## src/rtl/reg_write_arbiter_if.sv

```systemverilog
// Requester and register-bank write bus for reg_write_arbiter.
// The slave modport is the arbiter; the master modport is the environment around it.
interface reg_write_arbiter_if #(
  parameter int unsigned NREQ = 3
);
  logic [NREQ-1:0]    req_valid;
  logic [NREQ*10-1:0] req_addr;
  logic [NREQ*16-1:0] req_data;
  logic [NREQ-1:0]    req_ready;
  logic               wr_valid;
  logic [9:0]         wr_addr;
  logic [15:0]        wr_data;
  logic               wr_ready;
  logic               wdog_tripped;
  logic               safe_busy;

  modport master (
    output req_valid, req_addr, req_data, wr_ready,
    input  req_ready, wr_valid, wr_addr, wr_data, wdog_tripped, safe_busy
  );

  modport slave (
    input  req_valid, req_addr, req_data, wr_ready,
    output req_ready, wr_valid, wr_addr, wr_data, wdog_tripped, safe_busy
  );
endinterface

```

## src/rtl/reg_write_arbiter.sv

```systemverilog
// Round-robin register-write arbiter with host-link watchdog and safe-state write injection.
// Optional SIDE_BUTTON_STOP_EN adds a side_button input whose rising edge also triggers the safe sequence.
module reg_write_arbiter #(
  parameter int unsigned NREQ        = 3,
  parameter int unsigned WDOG_CYCLES = 32'd5000000
) (
  input logic SYS_CLK,
  input logic SYS_RST,
`ifdef SIDE_BUTTON_STOP_EN
  input logic side_button,
`endif
  reg_write_arbiter_if.slave bus
);
  localparam int unsigned PW      = (NREQ > 1) ? $clog2(NREQ) : 1;
  localparam bit          WDOG_EN = (WDOG_CYCLES != 0);

  typedef enum logic {ST_ARB, ST_SAFE} state_t;

  state_t          state, state_next;
  logic [PW-1:0]   rr;
  logic [PW-1:0]   gidx;
  logic            any_req;
  logic [NREQ-1:0] grant_raw;
  logic [NREQ-1:0] grant;
  logic [9:0]      sel_addr;
  logic [15:0]     sel_data;
  logic            free;
  logic [31:0]     wdog_cnt;
  logic            wdog_hit;
  logic            btn_edge;
  logic            enter_safe;
  logic            safe_last;
  logic [2:0]      safe_idx;
  logic [9:0]      safe_addr;
  logic [15:0]     safe_data;
  logic            wr_valid_q;
  logic [9:0]      wr_addr_q;
  logic [15:0]     wr_data_q;
  logic            tripped_q;
  logic            busy_q;

  assign free = !wr_valid_q || bus.wr_ready;

`ifdef SIDE_BUTTON_STOP_EN
  logic btn_prev;
  always_ff @(posedge SYS_CLK) begin
    if (SYS_RST) btn_prev <= 1'b0;
    else         btn_prev <= side_button;
  end
  assign btn_edge = side_button && !btn_prev;
`else
  assign btn_edge = 1'b0;
`endif

  // Round-robin search starting at rr; grant_raw ignores slot/FSM gating.
  always_comb begin
    any_req   = 1'b0;
    gidx      = '0;
    grant_raw = '0;
    for (int unsigned i = 0; i < NREQ; i++) begin
      if (!any_req && bus.req_valid[PW'((32'(rr) + i) % NREQ)]) begin
        any_req = 1'b1;
        gidx    = PW'((32'(rr) + i) % NREQ);
      end
    end
    if (any_req) grant_raw[gidx] = 1'b1;
  end

  always_comb begin
    sel_addr = '0;
    sel_data = '0;
    for (int unsigned i = 0; i < NREQ; i++) begin
      if (grant_raw[i]) begin
        sel_addr = bus.req_addr[10*i +: 10];
        sel_data = bus.req_data[16*i +: 16];
      end
    end
  end

  always_comb begin
    safe_data = '0;
    case (safe_idx)
      3'd0:    safe_addr = 10'd33;
      3'd1:    safe_addr = 10'd34;
      3'd2:    safe_addr = 10'd35;
      3'd3:    safe_addr = 10'd36;
      default: begin
        safe_addr = 10'd40;
        safe_data = 16'h001F;
      end
    endcase
  end

  // A host accept on the terminal count wins; any trigger suppresses that cycle's grant.
  assign wdog_hit = WDOG_EN && (state == ST_ARB) && !tripped_q
                    && (wdog_cnt == WDOG_CYCLES - 1) && !(free && grant_raw[0]);
  assign safe_last = (safe_idx == 3'd4);

  always_ff @(posedge SYS_CLK) begin
    if (SYS_RST) state <= ST_ARB;
    else         state <= state_next;
  end

  always_comb begin
    state_next = state;
    enter_safe = 1'b0;
    grant      = '0;
    case (state)
      ST_ARB: begin
        enter_safe = !SYS_RST && (wdog_hit || btn_edge);
        if (enter_safe) state_next = ST_SAFE;
        else if (!SYS_RST && free) grant = grant_raw;
      end
      ST_SAFE: begin
        if (free && safe_last) state_next = ST_ARB;
      end
      default: state_next = ST_ARB;
    endcase
  end

  always_ff @(posedge SYS_CLK) begin
    if (SYS_RST) begin
      rr         <= '0;
      wr_valid_q <= 1'b0;
      wr_addr_q  <= '0;
      wr_data_q  <= '0;
      tripped_q  <= 1'b0;
      busy_q     <= 1'b0;
      safe_idx   <= '0;
      wdog_cnt   <= '0;
    end else begin
      if (free) begin
        if (|grant) begin
          wr_valid_q <= 1'b1;
          wr_addr_q  <= sel_addr;
          wr_data_q  <= sel_data;
        end else if (state == ST_SAFE) begin
          wr_valid_q <= 1'b1;
          wr_addr_q  <= safe_addr;
          wr_data_q  <= safe_data;
        end else begin
          wr_valid_q <= 1'b0;
        end
      end

      if (|grant) rr <= (gidx == PW'(NREQ - 1)) ? '0 : gidx + 1'b1;
      if (grant[0]) tripped_q <= 1'b0;

      if (enter_safe) begin
        busy_q   <= 1'b1;
        safe_idx <= '0;
      end else if (state == ST_SAFE && free) begin
        if (safe_last) begin
          safe_idx  <= '0;
          busy_q    <= 1'b0;
          tripped_q <= 1'b1;
        end else begin
          safe_idx <= safe_idx + 3'd1;
        end
      end

      if (!WDOG_EN || state == ST_SAFE || tripped_q || grant[0] || enter_safe)
        wdog_cnt <= '0;
      else if (wdog_cnt != WDOG_CYCLES - 1)
        wdog_cnt <= wdog_cnt + 32'd1;
    end
  end

  assign bus.req_ready    = grant;
  assign bus.wr_valid     = wr_valid_q;
  assign bus.wr_addr      = wr_addr_q;
  assign bus.wr_data      = wr_data_q;
  assign bus.wdog_tripped = tripped_q;
  assign bus.safe_busy    = busy_q;
endmodule

```

## src/flat_wrapper.sv

```systemverilog
// flat-port wrapper written by rule: the top's interface ports become plain ports
module reg_write_arbiter_flat 
#(
  parameter int unsigned NREQ        = 3,
  parameter int unsigned WDOG_CYCLES = 32'd5000000
)
  (SYS_CLK, SYS_RST, bus_req_valid, bus_req_addr, bus_req_data, bus_wr_ready, bus_req_ready, bus_wr_valid, bus_wr_addr, bus_wr_data, bus_wdog_tripped, bus_safe_busy);
  reg_write_arbiter_if #(.NREQ(NREQ)) bus_i ();
  input logic SYS_CLK;
  input logic SYS_RST;
  input wire logic [$bits(bus_i.req_valid)-1:0] bus_req_valid;
  input wire logic [$bits(bus_i.req_addr)-1:0] bus_req_addr;
  input wire logic [$bits(bus_i.req_data)-1:0] bus_req_data;
  input wire logic [$bits(bus_i.wr_ready)-1:0] bus_wr_ready;
  output wire logic [$bits(bus_i.req_ready)-1:0] bus_req_ready;
  output wire logic [$bits(bus_i.wr_valid)-1:0] bus_wr_valid;
  output wire logic [$bits(bus_i.wr_addr)-1:0] bus_wr_addr;
  output wire logic [$bits(bus_i.wr_data)-1:0] bus_wr_data;
  output wire logic [$bits(bus_i.wdog_tripped)-1:0] bus_wdog_tripped;
  output wire logic [$bits(bus_i.safe_busy)-1:0] bus_safe_busy;
  assign bus_i.req_valid = bus_req_valid;
  assign bus_i.req_addr = bus_req_addr;
  assign bus_i.req_data = bus_req_data;
  assign bus_i.wr_ready = bus_wr_ready;
  assign bus_req_ready = bus_i.req_ready;
  assign bus_wr_valid = bus_i.wr_valid;
  assign bus_wr_addr = bus_i.wr_addr;
  assign bus_wr_data = bus_i.wr_data;
  assign bus_wdog_tripped = bus_i.wdog_tripped;
  assign bus_safe_busy = bus_i.safe_busy;
  reg_write_arbiter #(.NREQ(NREQ), .WDOG_CYCLES(WDOG_CYCLES)) u_core (.SYS_CLK(SYS_CLK), .SYS_RST(SYS_RST), .bus(bus_i));
endmodule
```

## config.mk

```make
export PLATFORM = sky130hd
export DESIGN_NAME = reg_write_arbiter_flat
export DESIGN_NICKNAME = d
export VERILOG_FILES = /design/src/rtl/reg_write_arbiter_if.sv /design/src/rtl/reg_write_arbiter.sv /design/src/flat_wrapper.sv
export SDC_FILE = /design/constraint.sdc
export NUM_CORES = 1
export LEC_CHECK = 0
export BUFFER_PORTS_ARGS = -buffer_cell sky130_fd_sc_hd__buf_2
export CAP_MARGIN = 15
export CORE_UTILIZATION = 47
export CTS_BUF_LIST = sky130_fd_sc_hd__clkbuf_16
export DETAILED_ROUTE_END_ITERATION = 10
export GPL_TIMING_DRIVEN = 0
export MAX_ROUTING_LAYER = met4
export PLACE_DENSITY_LB_ADDON = 0.1
export SETUP_SLACK_MARGIN = 0.4
export SLEW_MARGIN = 0
export SYNTH_ARGS = -nofsm -noshare
export SYNTH_HDL_FRONTEND = slang
export SYNTH_SLANG_ARGS = --single-unit
```

## constraint.sdc

```tcl
create_clock -name SYS_CLK -period 2.31 [get_ports SYS_CLK]
set_input_delay 0 -clock SYS_CLK [delete_from_list [all_inputs] [get_ports SYS_CLK]]
set_output_delay 0 -clock SYS_CLK [all_outputs]
set_load 0.01 [all_outputs]
```

### Yosys cells after proc, flatten, opt, wreduce, memory -nomap -nowiden

Index checks and enable logic that the tools add are counted.

* bitwise logic cells: 1
* add/subtract/negate cells: 5
* magnitude comparators: 5
* divide/modulo/power cells: 3
* equality and inequality tests: 7
* reductions and logical operators: 31
* muxes and demuxes: 45

Operator list (count)
* 16-bit two-way mux: 5
* 32-bit by 2-bit modulo with 32-bit output, second input constant: 2
* 10-bit two-way mux: 5
* 32-bit by 1-bit adder with 32-bit output, second input constant: 1
* 32-bit by 23-bit equality test with 1-bit output, second input constant: 1
* 2-bit by 2-bit modulo with 32-bit output, second input constant: 1
* 32-bit by 23-bit inequality test with 1-bit output, second input constant: 1
* 1-bit two-way mux: 19
* 4-bit case mux with 4 select lines: 1
* 3-bit two-way mux: 5
* 2-bit by 3-bit < comparator with 1-bit output, second input constant: 4
* 1-bit logical AND: 11
* 2-bit two-way mux: 4
* 1-bit binary-select mux with 2-bit select: 3
* 3-bit by 2-bit equality test with 1-bit output, second input constant: 2
* 1-bit zero test: 6
* 2-bit nonzero test: 3
* 5-bit two-way mux: 1
* 1-bit logical OR: 4
* 2-bit AND reduction: 2
* 2-bit OR reduction: 2
* 4-bit OR reduction: 1
* 2-bit by 1-bit adder with 3-bit output, second input constant: 1
* 2-bit by 2-bit adder with 3-bit output, second input constant: 1
* 11 further kinds: 11

* bits in registers: 67
* input port bits: 84
* logic and storage cells: 106
* output and inout bits: 32

### Logic depth before layout (Yosys ltp)

* depth in word-level cells: 25
* gate-level depth with buffers: 11
* gate-level depth less buffers: 8

### Least setup slack after synthesis

No wires, ideal clock.

* kind: register to register
* from: register u_core.rr[0]
* to: register u_core.wr_data_q[10], in the netlist u_core.bus.wr_data[10]
* data required time: 2.184 ns
* arrival: 2.313 ns
* period minus slack after synthesis: 2.440 ns
* stages on the path, launching flop included: 12
* path slack: -0.130 ns
* cell sequence: dfxtp_1 inv_1 ha_1 buf_4 mux2i_1 or3b_1 o31ai_1 buf_2 a21oi_2 clkbuf_1 a311oi_1 mux2i_1

* cells in the longest elaborated chain, start to end: 24
* elaborated cells on any way between the ends: 41
* classes of those cells: add/sub: 2; div: 3; order compare: 2; mux: 22; reduce/logical: 12

RTL lines
* start: declaration: line reg_write_arbiter.sv:20 `logic [PW-1:0] rr;`
* start signal: assignment: line reg_write_arbiter.sv:146 `if (|grant) rr <= (gidx == PW'(NREQ - 1)) ? '0 : gidx + 1'b1;`
* branches (longest 14 deep; another with 32-bit by 2-bit modulo with 32-bit output)
* 3-bit two-way mux (*): line reg_write_arbiter.sv:66 `if (any_req) grant_raw[gidx] = 1'b1;`
* 1-bit logical AND: line reg_write_arbiter.sv:96 `&& (wdog_cnt == WDOG_CYCLES - 1) && !(free && grant_raw[0]);`
* 1-bit zero test: line reg_write_arbiter.sv:96
* 1-bit logical AND: line reg_write_arbiter.sv:96
* 1-bit logical AND: line reg_write_arbiter.sv:110 `enter_safe = !SYS_RST && (wdog_hit || btn_edge);`
* 3-bit two-way mux: line reg_write_arbiter.sv:111 `if (enter_safe) state_next = ST_SAFE;`
* 3-bit two-way mux: line reg_write_arbiter.sv:108 `case (state)`
* 3-bit OR reduction: line reg_write_arbiter.sv:133 `if (|grant) begin`
* 2-bit nonzero test (no source line)
* 2-bit AND reduction (no source line)
* end signal: assignment: line reg_write_arbiter.sv:136 `wr_data_q <= sel_data;`
* end signal: assignment: line reg_write_arbiter.sv:140 `wr_data_q <= safe_data;`
* end: declaration: line reg_write_arbiter.sv:38 `logic [15:0] wr_data_q;`

Mark *: on every way between the ends. The select of a mux whose other input is x is not followed.
A chain may end at the register's enable or synchronous reset.

### Worst setup path after layout

* from: register u_core.rr[0]
* to: register u_core.wr_data_q[1], in the netlist u_core.bus.wr_data[1]

Same word-level chain as after synthesis.

==> impl_metrics.ini <==
[run_status]
status = finished with violations
violations = setup timing

[critical_path]
worst_ep_arrival_time_ns = 2.75
path_class = flop to flop
cp.required_ns = 2.49
cp-end-kind = flop
setup.worst_path.start_class = flop
cp_max_fo = 7

[finish]
drive_above_1_share = 0.449
areaGrowthSynthToFinish_pct = 51.8
fin_nets = 697
layoutNonFillerInstCount = 710
final_cell_mix = buf_2 (115), dfxtp_1 (65), nand2_1 (32), nor2_1 (25), and2_1 (23)
fin_util = 0.746
final_common_cell = buf_2
diodes = 0

[power_and_ir_drop]
p_leak_nw = 2.39
sw_frac_of_total = 0.388
ir_drop_mv = 0.755
power.share.clock = 0.209
intPower_mw = 3.96
power.switching_mw = 2.51
finalPower_mw = 6.47
power_frac_seq = 0.230
combPwrFrac = 0.561
power_density_nw_per_um2 = 1110

[timing]
finalSetupTns_ns = -8.39
setup_slack_ns = -0.256
tightest_slew_ns = 0.666
rsz0062_at_grt = true
clock.fmax_ghz = 0.390
finalCriticalPeriod_ns = 2.57
finClkSkew_ns = 0.00855
relSlewSlack = 0.556
hold_viol = 0
min_period_over_period = 1.11
setup-violations-final = 68
maxSlewViolCount = 0

[die]
start_util = 0.492
dieArea_sq_um = 8530
row_count = 32
coreArea_sq_um = 7810
dieHeight_um = 92.4
die_width_um = 92.4
io_pins = 116

[cts]
cts_tree = done
clock_latency_ns = 0.33
htreeDepth = 3
clkSinkCount = 67
clk_pin_slew_ns = 0.06
clk_path_buf_depth = 2
cts_buffers = 9
clockRootBuffer = clkbuf_16

[routing]
drt-total-wl_um = 11300
wl_per_cell_um = 16.0
drt_iter0_markers = 222
firstDrtPassIters = 8
antenna_left = 0
route.detailed.drc = 0
dr_total_vias = 4029
avgViaCountPerCell = 5.67

[global_route]
grt-busiest-layer = met2
first_global_vias = 3835
grt_pass1_wl_um = 17400
grt_util_all_layers = 0.264
grt_util_met1 = 0.305
grtUsageMet2 = 0.454
antenna_found_initial = 0
use_met3 = 0.0468
grt_max_degree = 13
gr-total-overflow = 0

[run]
drv_cap = 0

[synth]
synth-edff-count = 0
synth_top_area_share = 0.349
synth-adder-area-share = 0.0326
ys.flop_type = dfxtp_1
ys_seq_elements = 67
muxShareOfSynthArea = 0.0499
synth_area_per_cell_sq_um = 8.84
synth_top_family_by_area = simple AND/OR/NAND/NOR gates
synth_area_sq_um = 3840
synthArstFlopShare = 0
yosys.area_share.simple = 0.276
synth_cell_types = 57
ys_seq_area_frac = 0.349
synth_xor_area_frac = 0.0684
synth_top_cell_by_area = dfxtp_1
synth_compound_area_frac = 0.180
synthCells = 434
ys_warn_count = 0
synthesis.nets = 528
synth_area_leaders = dfxtp_1 (35%), nor2_1 (5.3%), mux2i_1 (4.7%)

[place]
routabilityCongestion = 0.890
io_buffer_count = 115
dpl.hpwl_um = 7440
dp_slack_ns = -0.461
place_inst = 651

[worst_hold_path]
hold_class = input port to flop
## what timing repair did
item / 4_1_cts / 5_1_grt
endpoints found under the hold margin: 10 / 0
endpoints found under the setup margin: 70 / 70
cloned: 4 / 1
setup buffers: 22 / 6
resized for setup: 53 / 74
hold buffers: 10 / 0
pin swaps: 32 / 15
## cell type report
type / instances / area, sq um
multi-input combinational: 331 / 2780
clock buffer: 9 / 225
tap: 102 / 128
inverter: 13 / 48.8
buffer: 23 / 215
clock inverter: 7 / 68.8
timing repair buffer: 158 / 1020
sequential: 67 / 1350
fill: 561 / 1980
## logic make-up after synthesis
kind of cell | count (synthesis)
XOR/XNOR | 30
flip-flops | 67
buffers and inverters | 36
multiplexers | 19
AND/OR/NAND/NOR | 197
adder cells (fa/ha/maj) | 10
AO/OA/AOI/OAI | 75
## critical path, cell delays in order (launching register included)
cell      delay, ns
dfxtp_2        0.34
inv_2          0.05
ha_4           0.15
buf_8          0.12
mux2i_2        0.15
or3b_4         0.41
nor4_4         0.23
buf_4          0.18
o311ai_4       0.16
buf_4          0.18
buf_6          0.13
a221oi_2       0.26
a211oi_2       0.05
## synth_stat cells (all sizes together) (2+ instances only)
cell,instances
dfxtp,67
nor2,54
nand2,33
and2,25
and3,22
xnor2,20
mux2i,18
a311oi,17
clkbuf,14
a211oi,13
inv,13
nor3,13
nand3,11
a21oi,10
ha,10
xor2,10
buf,9
a222oi,8
nand4,8
a221oi,7
nand2b,6
nor4,6
a21o,3
and4,3
o21ai,3
o31ai,3
or4,3
a22oi,2
a31o,2
nor2b,2
nor3b,2
nor4b,2
or3,2
## power by group through the flow
stage          clock (mW)  sequential (mW)  combinational (mW)
3_5_place_dp            0             1.50                2.48
6_report             1.35             1.49                3.63
4_1_cts              1.36             1.48                3.17
2_1_floorplan           0             1.56                1.72
3_3_place_gp            0             1.49                2.44
5_1_grt              1.42             1.51                3.83
## layer usage
metal,wire length [um],up-vias
li1,-,1930
met2,5680,148
met1,4850,1932
met5,0,-
met4,192,0
met3,613,19
## per-stage QoR
step | hold WS, ns | instance area [sq um]
after floorplan | 0.161 | 3950
after global placement | 0.282 | 4650
after detailed placement | 0.288 | 4650
after CTS | 0.00244 | 5500
after global routing | 0.00746 | 5830
final | 0.00379 | 5830
## state kept, by name (all words and copies together) (netlist names)
name / cells
u_core.wdog_cnt: 32
u_core.bus.wr_data: 16
u_core.bus.wr_addr: 10
u_core.safe_idx: 3
u_core.rr: 2
u_core.bus.safe_busy: 1
u_core.bus.wdog_tripped: 1
u_core.bus.wr_valid: 1
u_core.state: 1
## worst paths after layout
check                                  startpoint                            endpoint  slack (ns)  cells past startpoint
setup / recovery        u_core.rr[0]$_SDFFE_PP0P_  u_core.bus.wr_data[1]$_SDFFE_PP0P_       -0.26                     12
hold / removal                    bus_req_data[8]  u_core.bus.wr_data[8]$_SDFFE_PP0P_       0.004                      3
setup reg to reg        u_core.rr[0]$_SDFFE_PP0P_  u_core.bus.wr_data[1]$_SDFFE_PP0P_       -0.26                     12
hold reg to reg   u_core.wdog_cnt[0]$_SDFFE_PP0P_     u_core.wdog_cnt[0]$_SDFFE_PP0P_        0.46                      1
Power figures use the tool's default switching activity.
